$ cat src/rtl/change_dispenser.sv
// change_dispenser: executes one vend/change transaction handed over by the
// vending FSM. It releases the product, then pays out up to three 5-unit
// coins, one per hopper sense pulse, and reports done or a sticky jam fault.
//
// Handshake: a transaction is accepted on any rising clk edge where
// valid && ready. ready is high only while the block sits in IDLE; valid
// seen while ready is low is dropped, never queued.
//
// Every output is a flop. Outputs are loaded from the next-state value, so
// they line up with the state they describe.
// TIMEOUT must be below 2**TMR_W.
module change_dispenser #(
  parameter int TMR_W   = 8,
  parameter int TIMEOUT = 200,
  parameter int TOT_W   = 8
) (
  input  logic             clk,
  input  logic             rst,
  input  logic             valid,
  input  logic             vend,
  input  logic [1:0]       change,
  output logic             ready,
  input  logic             prod_sense,
  input  logic             coin_sense,
  output logic             prod_motor,
  output logic             coin_motor,
  output logic             done,
  output logic             fault,
  input  logic             clr_fault,
  output logic [1:0]       coins_left,
  output logic [TOT_W-1:0] total_coins,
  output logic [2:0]       state_dbg
);

  typedef enum logic [2:0] {
    S_IDLE    = 3'd0,
    S_PRODUCT = 3'd1,
    S_COIN    = 3'd2,
    S_DONE    = 3'd3,
    S_FAULT   = 3'd4
  } state_t;

  state_t             state, state_n;
  logic [TMR_W-1:0]   timer, timer_n, timer_inc;
  logic [1:0]         coins_n;
  logic [TOT_W-1:0]   total_n;
  logic               timeout_hit;

  // Bit 0 and 1 are the two synchronizer stages; bit 2 is the previous
  // synchronized value used for rising-edge detection.
  logic [2:0]         prod_sync;
  logic [2:0]         coin_sync;
  logic               prod_edge;
  logic               coin_edge;

  // Synchronize both sensors and keep one history bit for edge detection.
  always_ff @(posedge clk or negedge rst) begin
    if (!rst) begin
      prod_sync <= 3'b000;
      coin_sync <= 3'b000;
    end else begin
      prod_sync <= {prod_sync[1:0], prod_sense};
      coin_sync <= {coin_sync[1:0], coin_sense};
    end
  end

  // A sensor rising edge becomes visible here after two edges and is acted
  // on at the third.
  assign prod_edge = prod_sync[1] & ~prod_sync[2];
  assign coin_edge = coin_sync[1] & ~coin_sync[2];

  // The step times out on the edge where the timer would reach TIMEOUT,
  // i.e. exactly TIMEOUT edges after it was last cleared.
  assign timer_inc   = timer + {{(TMR_W-1){1'b0}}, 1'b1};
  assign timeout_hit = (timer_inc == TMR_W'(TIMEOUT));

  // Next-state, timer, coin and total computation; sense edges take
  // priority over a timeout on the same cycle.
  always_comb begin
    state_n = state;
    timer_n = timer;
    coins_n = coins_left;
    total_n = total_coins;
    case (state)
      S_IDLE: begin
        if (valid) begin
          coins_n = change;
          timer_n = '0;
          if (vend)               state_n = S_PRODUCT;
          else if (change != 2'd0) state_n = S_COIN;
          else                     state_n = S_DONE;
        end
      end
      S_PRODUCT: begin
        if (prod_edge) begin
          timer_n = '0;
          state_n = (coins_left != 2'd0) ? S_COIN : S_DONE;
        end else if (timeout_hit) begin
          state_n = S_FAULT;
        end else begin
          timer_n = timer_inc;
        end
      end
      S_COIN: begin
        if (coin_edge) begin
          timer_n = '0;
          coins_n = coins_left - 2'd1;
          if (!(&total_coins)) total_n = total_coins + TOT_W'(1);
          if (coins_left == 2'd1) state_n = S_DONE;
        end else if (timeout_hit) begin
          state_n = S_FAULT;
        end else begin
          timer_n = timer_inc;
        end
      end
      S_DONE: begin
        state_n = S_IDLE;
      end
      S_FAULT: begin
        if (clr_fault) begin
          state_n = S_IDLE;
          coins_n = 2'd0;
          timer_n = '0;
        end
      end
      default: begin
        state_n = S_IDLE;
        coins_n = 2'd0;
        timer_n = '0;
      end
    endcase
  end

  // State, counters and registered outputs; reset drops the motors at once.
  always_ff @(posedge clk or negedge rst) begin
    if (!rst) begin
      state       <= S_IDLE;
      timer       <= '0;
      coins_left  <= 2'd0;
      total_coins <= '0;
      ready       <= 1'b1;
      prod_motor  <= 1'b0;
      coin_motor  <= 1'b0;
      done        <= 1'b0;
      fault       <= 1'b0;
    end else begin
      state       <= state_n;
      timer       <= timer_n;
      coins_left  <= coins_n;
      total_coins <= total_n;
      ready       <= (state_n == S_IDLE);
      prod_motor  <= (state_n == S_PRODUCT);
      coin_motor  <= (state_n == S_COIN);
      done        <= (state_n == S_DONE);
      fault       <= (state_n == S_FAULT);
    end
  end

  assign state_dbg = state;

endmodule

$ cat config.mk
export PLATFORM = sky130hd
export DESIGN_NAME = change_dispenser
export DESIGN_NICKNAME = d
export VERILOG_FILES = /design/src/rtl/change_dispenser.sv
export SDC_FILE = /design/constraint.sdc
export NUM_CORES = 1
export LEC_CHECK = 0
export ABC_AREA = 1
export BUFFER_PORTS_ARGS = -buffer_cell sky130_fd_sc_hd__clkbuf_2
export CELL_PAD_IN_SITES_DETAIL_PLACEMENT = 0
export CELL_PAD_IN_SITES_GLOBAL_PLACEMENT = 1
export CORE_AREA = 2 2 66 68
export DETAILED_ROUTE_END_ITERATION = 10
export DIE_AREA = 0 0 68 70
export PLACE_DENSITY = 0.79
export SLEW_MARGIN = 40
export SYNTH_ARGS = -nofsm -noshare
export SYNTH_HDL_FRONTEND = slang
export SYNTH_SLANG_ARGS = --single-unit
$ cat constraint.sdc
create_clock -name clk -period 2.1 [get_ports clk]
set_input_delay 0.315 -clock clk [delete_from_list [all_inputs] [get_ports clk]]
set_output_delay 0.315 -clock clk [all_outputs]
set_load 0.05 [all_outputs]
# Word-level counts from Yosys, hierarchy flattened
# Cells that the tools add are included.
[op_classes]
addsub = 3
mul = 0
n_div = 0
n_lt_le_gt_ge = 0
n_eq_ne = 13
shift = 0
muxes = 20
n_bitwise = 7
reduce_logical = 9
[ops]
columns = ["cell", "n"]
rows = [
  ["2-to-1 mux 8 bit", 5],
  ["case mux 8 bit (5 select lines)", 1],
  ["2-to-1 mux 3 bit", 6],
  ["adder 8 x 1 -> 8 bit, second input constant", 2],
  ["== test 3 x 2 -> 1 bit, second input constant", 4],
  ["case mux 3 bit (4 select lines)", 1],
  ["== test 8 bit, second input constant", 1],
  ["2-to-1 mux 2 bit", 4],
  ["case mux 2 bit (4 select lines)", 1],
  ["AND reduction 8 bit", 1],
  ["== test 3 x 1 -> 1 bit, second input constant", 2],
  ["== test 3 bit, second input constant", 2],
  ["zero test 3 bit", 2],
  ["inequality test 2 bit, second input constant", 3],
  ["AND reduction 3 bit", 2],
  ["inverter 1 bit", 5],
  ["AND reduction 4 bit", 1],
  ["nonzero test 2 bit", 2],
  ["bitwise AND 1 bit", 2],
  ["== test 2 x 1 -> 1 bit, second input constant", 1],
  ["2-to-1 mux 1 bit", 2],
  ["OR reduction 2 bit", 1],
  ["subtractor 2 x 1 -> 2 bit, second input constant", 1],
]
[totals]
ff_bits = 32
latchBits = 0
ram_bits = 0
rom_bits = 0
input_bits = 9
elab_cells = 63
memories = 0

# Longest topological paths before layout
[logic_depth]
ltp_word = 6
depth_mapped = 12

# Least setup slack after synthesis
# No wires, ideal clock.
[synth_path]
kind = "register to register"
start = "register total_coins[0]"
end = "register total_coins[7]"
setup_ns = 0.144
arrival_ns = 1.650
t_required_ns = 1.956
slack_ns = 0.306
path_stages_with_launch = 10
path_buffers = 0
path_cell_list = "dfrtp_1 > ha_1 > inv_1 > nor2_1 > inv_1 > o21ai_2 > nor2_2 > nand3_1 > nor2_1 > xor2_1"
[synth_via]
elab_chain_cells = 3
[synth_lines]
columns = ["item", "line_no", "rtl"]
rows = [
  ["start, declared", "31", "output logic [TOT_W-1:0] total_coins,"],
  ["start signal, assigned", "150", "total_coins <= total_n;"],
  ["branches (longest 3 deep; another with adder 8 x 1 -> 8 bit)", "n/a", ""],
]
# Several ways; the timed one is not identified.
# A chain may end at the register's enable or synchronous reset.

# Worst setup path after layout
[layout_path]
start = "register timer[0]"
end = "register done"
[layout_via]
elab_chain_cells = 6
[layout_lines]
columns = ["item", "line_no", "rtl"]
rows = [
  ["start, declared", "44", "logic [TMR_W-1:0] timer, timer_n, timer_inc;"],
  ["start signal, assigned", "148", "timer <= timer_n;"],
  ["adder 8 x 1 -> 8 bit *", "74", "assign timer_inc = timer + {{(TMR_W-1){1'b0}}, 1'b1};"],
  ["== test 8 bit *", "75", "assign timeout_hit = (timer_inc == TMR_W'(TIMEOUT));"],
  ["2-to-1 mux 3 bit *", "98, 110", ""],
  ["2-to-1 mux 3 bit, on equally long branches", "105, 95", ""],
  ["case mux 3 bit (4 select lines) *", "84", "case (state)"],
  ["net state_n[1]", "43", "state_t state, state_n;"],
  ["== test 3 x 2 -> 1 bit *", "154", "done <= (state_n == S_DONE);"],
  ["end signal, assigned", "154", ""],
  ["end, declared", "27", "output logic done,"],
]
# Mark *: on every way through the listed nets, which the timed path passes. The rest lies on a longest branch.

==> results.sh <==
export IMPL_drt_pass1_iterations=4
export IMPL_tritoncts="yes"
export IMPL_seq_area_frac_synth=0.5083
export IMPL_nets=231
export IMPL_cts_resized=0
export IMPL_cp_cell_sequence="ha_1 -> nand3_2 -> o21ai_1 -> nand2_2 -> nor2_2 -> nand3_2 -> a21oi_2 -> inv_1 -> nand2_1 -> inv_1"
export IMPL_pwr_share_seq=0.329
export IMPL_via_count=1256
export IMPL_period_minus_slack_ps=1801
export IMPL_finalHoldViolCount=0
export IMPL_ff2ff_setup_slack_ps=300
export IMPL_cts_sinks=32
export IMPL_antenna_found_initial=0
export IMPL_htree_levels=2
export IMPL_switchingPower_uw=1310
export IMPL_drt_initial_drc_count=63
export IMPL_power_density_mw_per_mm2=1508
export IMPL_clk_path_buf_depth=2
export IMPL_slew_headroom=0.5415
export IMPL_area_growth_pct=20.38
export IMPL_vdd_drop_max_uv=889.0
export IMPL_synth_mux_area_frac=0.007137
export IMPL_die_area_mm2=0.004760
export IMPL_ys_top_cells_by_area="dfrtp_1 (49%), nand2_1 (8.6%), inv_1 (6.9%), nor2_1 (5.2%), nand3_1 (3.5%)"
export IMPL_clkTransAtPathRegs_ps=70
export IMPL_fin_ws_ps=298.6
export IMPL_max_stage_delay_ps=430
export IMPL_wl_per_cell_um=11.50
export IMPL_synth_compound_area_frac=0.08644
export IMPL_initial_core_util=0.3807
export IMPL_die_h_um=70
export IMPL_yosys_area_share_adder=0.03172
export IMPL_synth_seq_cells=32
export IMPL_synth_area_mm2=0.001578
export IMPL_end_kind="flip-flop"
export IMPL_synth_distinct_cells=27
export IMPL_diodes=0
export IMPL_synth_xor_xnor_area_share=0.04441
export IMPL_status="finished clean"
export IMPL_critPathKind="reg -> reg"
export IMPL_row_count=24
export IMPL_design_area_mm2=0.001899
export IMPL_grt_pass1_vias=1207
export IMPL_yosysWarnings=0
export IMPL_power_uw=2864
export IMPL_grt_total_usage=0.1575
export IMPL_drive_gt1_frac=0.2466
export IMPL_final_period_utilization=0.8578
export IMPL_post_route_util=0.4583
export IMPL_ios=27
export IMPL_synth_top_family_by_area="simple AND/OR/NAND/NOR gates"
export IMPL_numPortBuffers=26
export IMPL_place_hpwl_um=2406
export IMPL_ant_nets=0
export IMPL_synth_top_area_cell="dfrtp_1"
export IMPL_syn_inst=185
export IMPL_wirelength_um=3116
export IMPL_drc_errors=0
export IMPL_yosys_area_share_simple=0.2435
export IMPL_worst_path_buf_inv=2
export IMPL_p_int_uw=1553
export IMPL_rsz0062_at_grt="no"
export IMPL_critPathMaxFanout=5
export IMPL_preCtsSetupSlack_ps=300.8
export IMPL_fin_skew_ps=8.752
export IMPL_numCtsBuffers=5
export IMPL_finalMaxSlewViolations=0
export IMPL_arrival_ps=1980
export IMPL_cp_top_family="simple AND/OR/NAND/NOR gates"
export IMPL_grt_max_degree=33
export IMPL_grt_pass1_wl_um=5540
export IMPL_clkPwrFrac=0.223
export IMPL_tightestPinTransition_ps=687.8
export IMPL_fmax_ghz=0.5551
export IMPL_holdBufCountCts=0
export IMPL_slowest_stage="dfrtp_1"
export IMPL_setup_tns_final_ps=0
export IMPL_p_leak_uw=0.001004
export IMPL_synth_top_area_frac=0.4917
export IMPL_p_comb_frac=0.449
export IMPL_worst_hold_path_type="in -> async"
export IMPL_routed_via_density=4.635
export IMPL_globalplace_congestion=0.8950
export IMPL_synth_avg_cell_area_um2=8.528
export IMPL_grt_overflow_total=0
export IMPL_crit_required_ps=2280
export IMPL_maxCapViolCount=0
export IMPL_start_kind="flip-flop"
export IMPL_placed_area_mm2=0.001773
export IMPL_post_cts_setup_buffer_count=0
export IMPL_p_sw_frac=0.4575
export IMPL_syn_num_nets=198
export IMPL_clk_latency_ps=290
export IMPL_core_area_mm2=0.004144
export IMPL_cts_root_buf="clkbuf_8"
export IMPL_die_x_um=68
export IMPL_setup_viol=0
## sequential cells by signal (all words and copies together) (netlist names)
name and flops:
timer 8, total_coins 8, coin_sync 3, prod_sync 3, state_dbg 3, coins_left 2
coin_motor 1, done 1, fault 1, prod_motor 1, ready 1
## routing by layer
metal | up-vias | routed length, um | track usage | part of all wire
met1 | 572 | 1441 | 0.2011 | 0.46
met3 | 6 | 150 | 0.05475 | 0.048
met2 | 28 | 1472 | 0.2427 | 0.47
li1 | 650 | - | - | -
met5 | - | 0 | 0 | 0
met4 | 0 | 51 | 0.06000 | 0.016
## final cells by class
type | instances | area (um2)
multi-input cells | 120 | 651.9
flip-flops and latches | 32 | 802.0
clock inverters | 1 | 30.03
inverters | 33 | 123.9
well taps | 52 | 65.06
clock buffers | 7 | 96.34
fillers | 403 | 2245
repair buffers | 26 | 130.1
## stage by stage
| step | instances | hold WS (ps) |
|---|---|---|
| 2_1_floorplan | 185 | 19.41 |
| 3_3_place_gp | 263 | 336.2 |
| 3_5_place_dp | 263 | 337.8 |
| 4_1_cts | 271 | 123.2 |
| 5_1_grt | 271 | 127.0 |
| 6_report | 271 | 63.15 |
## power by group through the flow
stage | logic (uW) | registers (uW) | clock network, uW
6_report | 1280 | 941 | 638
5_1_grt | 1420 | 975 | 685
4_1_cts | 1300 | 945 | 653
3_5_place_dp | 1290 | 954 | 0
3_3_place_gp | 1300 | 955 | 0
2_1_floorplan | 609 | 1330 | 0
## cells by family (layout without fill, tap and decap cells)
logic type / after synthesis / in the layout
buffers and inverters: 33 / 67
and+or+nand+nor: 85 / 85
muxes: 1 / 1
AOI/OAI and AO/OA: 22 / 22
adders and majority gates: 4 / 4
xor gates and xnor gates: 8 / 8
DFF: 32 / 32
## synth_stat cells
library cell	count
nor2_1	22
dfrtp_1	31
xnor2_1	3
o311ai_0	1
inv_2	4
o31ai_1	1
o22ai_1	4
inv_1	29
nor2_2	5
a21oi_2	2
nand3_2	3
nand4_1	1
nand3_1	11
o21ai_1	3
mux2_2	1
a31oi_1	1
ha_1	4
nand2_2	3
o21ai_0	2
a21oi_1	6
nand3b_1	2
o21ai_2	1
dfstp_2	1
xor2_1	5
nand2_1	36
o211ai_1	1
nor3_1	2
## cell usage in the layout (no fill, tap or decap), types with 3 or more instances in the layout
cell type  synthesis  final
inv_2              4      4
o22ai_1            4      4
clkbuf_8           0      7
xnor2_1            3      3
ha_1               4      4
nor2_1            22     22
nor2_2             5      5
inv_1             29     29
nand3_2            3      3
a21oi_1            6      6
dfrtp_1           31     31
xor2_1             5      5
nand3_1           11     11
clkbuf_2           0     25
o21ai_1            3      3
nand2_2            3      3
nand2_1           36     36
## worst paths after layout
path / start / to / cells after the start
max: timer[0] / done / 10
min: rst / timer[0] / 1
max reg2reg: timer[0] / done / 10
min reg2reg: coin_sync[0] / coin_sync[1] / 0
max in group asynchronous: rst / coin_motor / 1
min in group clk: prod_sense / prod_sync[0] / 1
Power figures use the tool's default switching activity.
